==> src/rtl/params_pkg.sv <==
// Shared core parameters plus the reorder-buffer entry and completion-port types.
package params_pkg;

  localparam int REGISTER_WIDTH = 5;
  localparam int DATA_WIDTH     = 32;
  localparam int ROB_ENTRIES    = 8;
  localparam int ROB_IDX_W      = $clog2(ROB_ENTRIES);

  typedef struct packed {
    logic                      valid;
    logic                      done;
    logic                      reg_wr_en;
    logic [REGISTER_WIDTH-1:0] wr_reg;
    logic [DATA_WIDTH-1:0]     data;
  } rob_entry_t;

  typedef struct packed {
    logic                  valid;
    logic [ROB_IDX_W-1:0]  idx;
    logic [DATA_WIDTH-1:0] data;
  } rob_done_t;

endpackage

==> src/rtl/reorder_buffer.sv <==
// In-order retirement buffer: decode allocates tags at the tail, execution units
// complete by tag in any order, the head retires one completed entry per cycle.
module reorder_buffer
  import params_pkg::*;
#(
  parameter int ROB_ENTRIES    = params_pkg::ROB_ENTRIES,
  parameter int REGISTER_WIDTH = params_pkg::REGISTER_WIDTH,
  parameter int DATA_WIDTH     = params_pkg::DATA_WIDTH,
  localparam int IDX_W         = $clog2(ROB_ENTRIES)
) (
  input  logic                      clk_i,
  input  logic                      rst_i,
  input  logic                      flush_i,
  input  logic                      alloc_valid_i,
  input  logic                      alloc_reg_wr_en_i,
  input  logic [REGISTER_WIDTH-1:0] alloc_wr_reg_i,
  output logic [IDX_W-1:0]          alloc_idx_o,
  output logic                      rob_is_full_o,
  output logic                      rob_empty_o,
  input  logic                      alu_done_valid_i,
  input  logic [IDX_W-1:0]          alu_done_idx_i,
  input  logic [DATA_WIDTH-1:0]     alu_done_data_i,
  input  logic                      ex_done_valid_i,
  input  logic [IDX_W-1:0]          ex_done_idx_i,
  input  logic [DATA_WIDTH-1:0]     ex_done_data_i,
  input  logic                      mem_done_valid_i,
  input  logic [IDX_W-1:0]          mem_done_idx_i,
  input  logic [DATA_WIDTH-1:0]     mem_done_data_i,
  output logic                      commit_valid_o,
  output logic                      commit_reg_wr_en_o,
  output logic [REGISTER_WIDTH-1:0] commit_wr_reg_o,
  output logic [DATA_WIDTH-1:0]     commit_data_o
);

  localparam int NUM_DONE = 3;

  // Local mirrors of the package types so overridden widths stay consistent.
  typedef struct packed {
    logic                      valid;
    logic                      done;
    logic                      reg_wr_en;
    logic [REGISTER_WIDTH-1:0] wr_reg;
    logic [DATA_WIDTH-1:0]     data;
  } entry_t;

  typedef struct packed {
    logic                  valid;
    logic [IDX_W-1:0]      idx;
    logic [DATA_WIDTH-1:0] data;
  } done_t;

  entry_t           ent_q [ROB_ENTRIES];
  logic [IDX_W-1:0] head_q, tail_q;
  logic [IDX_W:0]   count_q;
  done_t            dn [NUM_DONE];
  logic             alloc_fire, commit_fire;

  always_comb begin
    dn[0] = '{valid: alu_done_valid_i, idx: alu_done_idx_i, data: alu_done_data_i};
    dn[1] = '{valid: ex_done_valid_i,  idx: ex_done_idx_i,  data: ex_done_data_i};
    dn[2] = '{valid: mem_done_valid_i, idx: mem_done_idx_i, data: mem_done_data_i};
  end

  assign rob_is_full_o = (count_q == (IDX_W+1)'(ROB_ENTRIES));
  assign rob_empty_o   = (count_q == '0);
  assign alloc_idx_o   = tail_q;

  // A same-cycle commit does not open a slot for allocation: full is registered.
  assign alloc_fire  = alloc_valid_i && !rob_is_full_o && !flush_i;
  assign commit_fire = ent_q[head_q].valid && ent_q[head_q].done && !flush_i;

  assign commit_valid_o     = commit_fire;
  assign commit_reg_wr_en_o = commit_fire && ent_q[head_q].reg_wr_en;
  assign commit_wr_reg_o    = ent_q[head_q].wr_reg;
  assign commit_data_o      = ent_q[head_q].data;

  always_ff @(posedge clk_i or posedge rst_i) begin
    if (rst_i) begin
      head_q  <= '0;
      tail_q  <= '0;
      count_q <= '0;
      for (int i = 0; i < ROB_ENTRIES; i++) ent_q[i] <= '0;
    end else if (flush_i) begin
      head_q  <= '0;
      tail_q  <= '0;
      count_q <= '0;
      for (int i = 0; i < ROB_ENTRIES; i++) ent_q[i] <= '0;
    end else begin
      for (int p = 0; p < NUM_DONE; p++) begin
        if (dn[p].valid && ent_q[dn[p].idx].valid) begin
          ent_q[dn[p].idx].done <= 1'b1;
          ent_q[dn[p].idx].data <= dn[p].data;
        end
      end
      if (commit_fire) begin
        ent_q[head_q].valid <= 1'b0;
        ent_q[head_q].done  <= 1'b0;
        head_q              <= head_q + IDX_W'(1);
      end
      // The tail slot is never valid here, so no completion above can target it.
      if (alloc_fire) begin
        ent_q[tail_q] <= '{valid: 1'b1, done: 1'b0, reg_wr_en: alloc_reg_wr_en_i,
                           wr_reg: alloc_wr_reg_i, data: '0};
        tail_q        <= tail_q + IDX_W'(1);
      end
      count_q <= count_q + (IDX_W+1)'(alloc_fire) - (IDX_W+1)'(commit_fire);
    end
  end

  // Completion ports must target distinct, live entries.
  always_ff @(posedge clk_i) begin
    if (!rst_i && !flush_i) begin
      for (int p = 0; p < NUM_DONE; p++) begin
        assert (!(dn[p].valid && !ent_q[dn[p].idx].valid));
        for (int q = p + 1; q < NUM_DONE; q++)
          assert (!(dn[p].valid && dn[q].valid && dn[p].idx == dn[q].idx));
      end
    end
  end

endmodule
==> config.mk <==
export PLATFORM = sky130hd
export DESIGN_NAME = reorder_buffer
export DESIGN_NICKNAME = d
export VERILOG_FILES = /design/src/rtl/params_pkg.sv /design/src/rtl/reorder_buffer.sv
export SDC_FILE = /design/constraint.sdc
export NUM_CORES = 1
export LEC_CHECK = 0
export ABC_AREA = 0
export CAP_MARGIN = 20
export CORE_ASPECT_RATIO = 0.7
export CORE_MARGIN = 4
export CORE_UTILIZATION = 35
export CTS_BUF_LIST = sky130_fd_sc_hd__clkbuf_8
export DETAILED_ROUTE_END_ITERATION = 12
export PLACE_DENSITY = 0.6
export SLEW_MARGIN = 0
export SYNTH_ARGS = -nofsm -noshare
export SYNTH_HDL_FRONTEND = slang
export SYNTH_SLANG_ARGS = --single-unit
export TNS_END_PERCENT = 100
==> constraint.sdc <==
create_clock -name clk_i -period 15.3 [get_ports clk_i]
set_input_delay 3.06 -clock clk_i [delete_from_list [all_inputs] [get_ports clk_i]]
set_output_delay 3.06 -clock clk_i [all_outputs]
set_load 0.01 [all_outputs]
After elaboration in Yosys (flattened, before gate mapping)
Cells that the tools add are included.
{"block": "totals", "register_bits": 330, "in_bits": 118, "out_inout_bits": 44, "wordCells": 135}
{"block": "op_classes", "add_sub_neg": 4, "n_lt_le_gt_ge": 10, "n_eq_ne": 1, "muxes": 54, "n_bitwise": 5, "reduce_logical": 18}
{"op": "320-bit 2-to-1 mux", "count": 10}
{"op": "320-bit bitwise mux", "count": 9}
{"op": "40-bit demux with 3-bit select", "count": 9}
{"op": "40-bit binary-select mux with 3-bit select", "count": 4}
{"op": "40-bit 2-to-1 mux", "count": 10}
{"op": "39-bit 2-to-1 mux", "count": 4}
{"op": "32-bit 2-to-1 mux", "count": 3}
{"op": "4-bit >= comparator, second input constant", "count": 5}
{"op": "4-bit by 1-bit less-than comparator with 1-bit output, second input constant", "count": 5}
{"op": "3-bit inverter with 4-bit output", "count": 5}
{"op": "1-bit logical AND", "count": 13}
{"op": "3-bit 2-to-1 mux", "count": 4}
{"op": "3-bit by 1-bit adder with 3-bit output, second input constant", "count": 2}
{"op": "4-bit by 1-bit adder with 4-bit output", "count": 1}
{"op": "4-bit equality test, second input constant", "count": 1}
{"op": "4-bit zero test", "count": 1}
{"op": "4-bit 2-to-1 mux", "count": 1}
{"op": "2-bit nonzero test", "count": 2}
{"op": "4-bit by 1-bit subtractor with 4-bit output", "count": 1}
{"op": "1-bit zero test", "count": 2}

Longest topological paths before layout
{"block": "logic_depth", "word_depth": 24, "depth_mapped": 14}

Least setup slack after synthesis
Ideal clock, no wire load.
{"block": "synth_path", "path_type": "input port to output port", "from": "input port flush_i", "to": "output port commit_reg_wr_en_o", "arrival_ps": 4003, "t_required_ps": 12240, "path_slack_ps": 8237, "cell_stages": 5, "path_buffers": 2, "cell_sequence": "buf_1 inv_1 clkbuf_1 nand3_1 nor2_1"}
{"block": "synth_via", "elab_chain_cells": 3}
{"item": "start: declaration", "line_no": "reorder_buffer.sv:13", "rtl": "input logic flush_i,"}
{"item": "1-bit zero test"}
{"item": "1-bit logical AND", "line_no": "reorder_buffer.sv:70", "rtl": "assign commit_fire = ent_q[head_q].valid && ent_q[head_q].done && !flush_i;"}
{"item": "1-bit logical AND", "line_no": "reorder_buffer.sv:73", "rtl": "assign commit_reg_wr_en_o = commit_fire && ent_q[head_q].reg_wr_en;"}
{"item": "end: declaration", "line_no": "reorder_buffer.sv:30", "rtl": "output logic commit_reg_wr_en_o,"}
No other way between the ends.

Worst setup path after layout
Ends and elaborated chain as after synthesis.

==> flow_metrics.py <==
metrics = {
    "clock_network": {
        "clkSinkCount": 330,
        "cts_tree": "done",
        "holdBufCountCts": 0,
        "cts_setup_buffers": 0,
        "clk_path_buf_depth": 3,
        "clk_latency_ps": 680,
        "cts.root.buffer_cell": "clkbuf_8",
        "cts_htree_levels": 2,
        "cts.repair.resized": 0,
        "cts_made_buffers": 56,
        "clk_pin_slew_ps": 60,
    },
    "power_and_ir_drop": {
        "switching_share_pct": 29.22,
        "p_seq_share_pct": 44.5,
        "p_per_area_nw_per_um2": 84.09,
        "irDropWorstVdd_mv": 0.07555,
        "combPwrFrac_pct": 12.6,
        "p_sw_uw": 589.0,
        "clockPowerShare_pct": 42.8,
        "p_leak_nw": 10.54,
        "internal_power_mw": 1.427,
    },
    "routing": {
        "dr.pass1.iters": 6,
        "drt_iter0_markers": 2186,
        "drtAntennaViolNets": 0,
        "vias_per_cell": 6.432,
        "wl_per_cell_um": 28.99,
        "drcViolationCount": 0,
        "wirelength_um": 82450,
        "dr_total_vias": 18290,
    },
    "floorplan": {
        "initial_core_util_pct": 35.33,
        "pin_count": 162,
        "num_rows": 74,
        "dieWidth_um": 298.0,
        "dieArea_um2": 62880,
        "coreArea_um2": 58330,
        "die_y_um": 211.0,
    },
    "timing": {
        "fmax_mhz": 124.7,
        "setup_viol": 0,
        "hold_slack_ps": 497.4,
        "rsz0062_at_grt": "false",
        "finalClockSkew_ps": 39.24,
        "fin_setup_tns_ps": 0,
        "slew_headroom_pct": 17.17,
        "worst_pin_slew_ps": 1242,
        "period_share_pct": 52.43,
        "layout_min_cycle_time_ps": 8022,
        "finalHoldViolations": 0,
        "drv_slew": 0,
    },
    "cells_and_area": {
        "layout_common_cells": "dfrtp_1, mux2i_1, clkdlybuf4s50_1",
        "nNetsFinal": 2164,
        "drive_gt1_share_pct": 15.95,
        "final_cells": 2844,
        "final_area_um2": 23970,
        "fin_util_pct": 41.10,
        "final_common_cell": "dfrtp_1",
        "area_growth_pct": 16.35,
    },
    "global_routing": {
        "antenna_found_initial": 7,
        "grt_overflow": 0,
        "grt_pass1_vias": 18620,
        "grt_max_degree": 193,
        "track_usage_pct": 25.39,
        "grt_first_pass_wirelength_um": 121900,
    },
    "worst_hold_path": {
        "holdPathStages": 1,
        "min_from": "ent_q[275]",
        "min_path_type": "flop to flop",
        "min_to": "ent_q[275]",
    },
    "critical_path": {
        "setup.worst_path.class": "input port to output pin",
        "r2r-start": "head_q[2]",
        "cpPeakStageDelay_ps": 570,
        "cp.arrival_ps": 4960,
        "path_cells": "buf_2, buf_4, inv_1, nand3_1, nor2_1, clkdlybuf4s50_1",
        "critPathLaunchType": "input port",
        "critPathRequiredTime_ps": 12240,
        "crit_fanout": 39,
        "crit_slowest_cell": "clkdlybuf4s50_1",
        "crit_path_end_kind": "output pin",
        "reg2reg_depth": 12,
        "r2r-end": "count_q[2]",
        "reg2reg_slack_ps": 10620,
    },
    "place": {
        "dp_hpwl_um": 47840,
        "port-buffer-count": 161,
        "gp_congestion": 0.8607,
        "dpl_cell_area_um2": 22700,
        "place_inst": 2734,
    },
    "synth": {
        "synthXorXnorAreaFrac_pct": 0.1275,
        "synth_edf_count": 0,
        "synth_fp_nets": 2147,
        "synthArstFlopShare_pct": 100.0,
        "synth_top_family_by_area": "compound AO/OA/AOI/OAI gates",
        "synthFlopType": "dfrtp_1",
        "ys.warnings.count": 0,
        "synth_seq_cells": 330,
        "synth-simple-area-share_pct": 8.962,
        "seq_area_frac_synth_pct": 40.08,
        "synth.cell_area_um2": 20610,
        "yosys.area_share.adder_pct": 0.5829,
        "synth_compound_area_share_pct": 25.46,
        "synth_cell_types": 82,
        "muxShareOfSynthArea_pct": 17.97,
        "avgSynthCellArea_um2": 10.20,
        "syn_inst": 2020,
    },
    "flow_run": {
        "drv_cap": 0,
    },
    "outcome": {
        "status": "completed",
    },
}
==> area by class of cell <==
cell class                 instances  area, um^2
antenna                            2       5.005
clock buffer                      73        1005
clock inverter                    30       180.2
fill                            5568       34360
inverter                          80       307.8
multi-input combinational       1354       11180
sequential                       330        8269
tap                              760       950.9
timing repair buffer             215        2078
==> worst max path at each step <==
stage                        from                 end  depth (start not counted)
after floorplan             rst_i      alloc_idx_o[0]                          1
after global placement    flush_i  commit_reg_wr_en_o                          6
after detailed placement  flush_i  commit_reg_wr_en_o                          6
after CTS                 flush_i  commit_reg_wr_en_o                          6
after global routing      flush_i  commit_reg_wr_en_o                          6
final                     flush_i  commit_reg_wr_en_o                          6
==> power by group through the flow <==
stage	sequential (mW)	combinational (mW)	clock [mW]
2_1_floorplan	0.908	0.137	0
3_3_place_gp	0.913	0.243	0
3_5_place_dp	0.914	0.246	0
4_1_cts	0.898	0.248	0.874
5_1_grt	0.899	0.270	0.916
6_report	0.898	0.255	0.863
==> cell usage after synthesis (all sizes together) (33+ instances only) <==
cell	instances	share of area, %
or3	35	1.1
o22a	35	1.5
nand3	82	2.0
mux2i	245	12
o22ai	33	1.0
o21ai	43	1.0
dfrtp	330	40
inv	80	1.5
o221ai	159	7.1
o2bb2ai	63	2.7
nand2	95	1.7
clkbuf	161	2.9
mux2	99	5.4
nor2	89	1.6
a22o	75	3.2
a21oi	58	1.5
buf	95	2.4
a22oi	62	2.3
==> metal layers <==
layer | up-vias | track usage [%] | routed length, um
met3 | 207 | 8.219 | 9742
met2 | 1133 | 37.08 | 34460
li1 | 7778 | - | -
met5 | - | 0 | 51
met1 | 9167 | 35.19 | 35340
met4 | 8 | 9.556 | 2861
==> worst max-delay path: cells and delay by family <==
kind | cells | cell delay [ps]
buf+inv | 4 | 1250
simple gates | 2 | 620
==> cells by family after synthesis <==
group | after synthesis
AO/OA/AOI/OAI | 618
XOR/XNOR | 3
adder cells (fa/ha/maj) | 9
buffers and inverters | 336
flip-flops | 330
multiplexers | 350
AND/OR/NAND/NOR | 374
==> stage by stage <==
step	total power [mW]	worst slack, ps
final	2.016	7278
after global routing	2.085	7202
after CTS	2.020	7285
after detailed placement	1.160	7287
after global placement	1.156	7298
after floorplan	1.045	3100
==> sequential cells by signal (all words and copies together) (netlist names) <==
name,flops
alloc_idx_o,3
count_q,4
head_q,3
ent_q,320
Note: power is estimated with default switching activity, not from simulation.
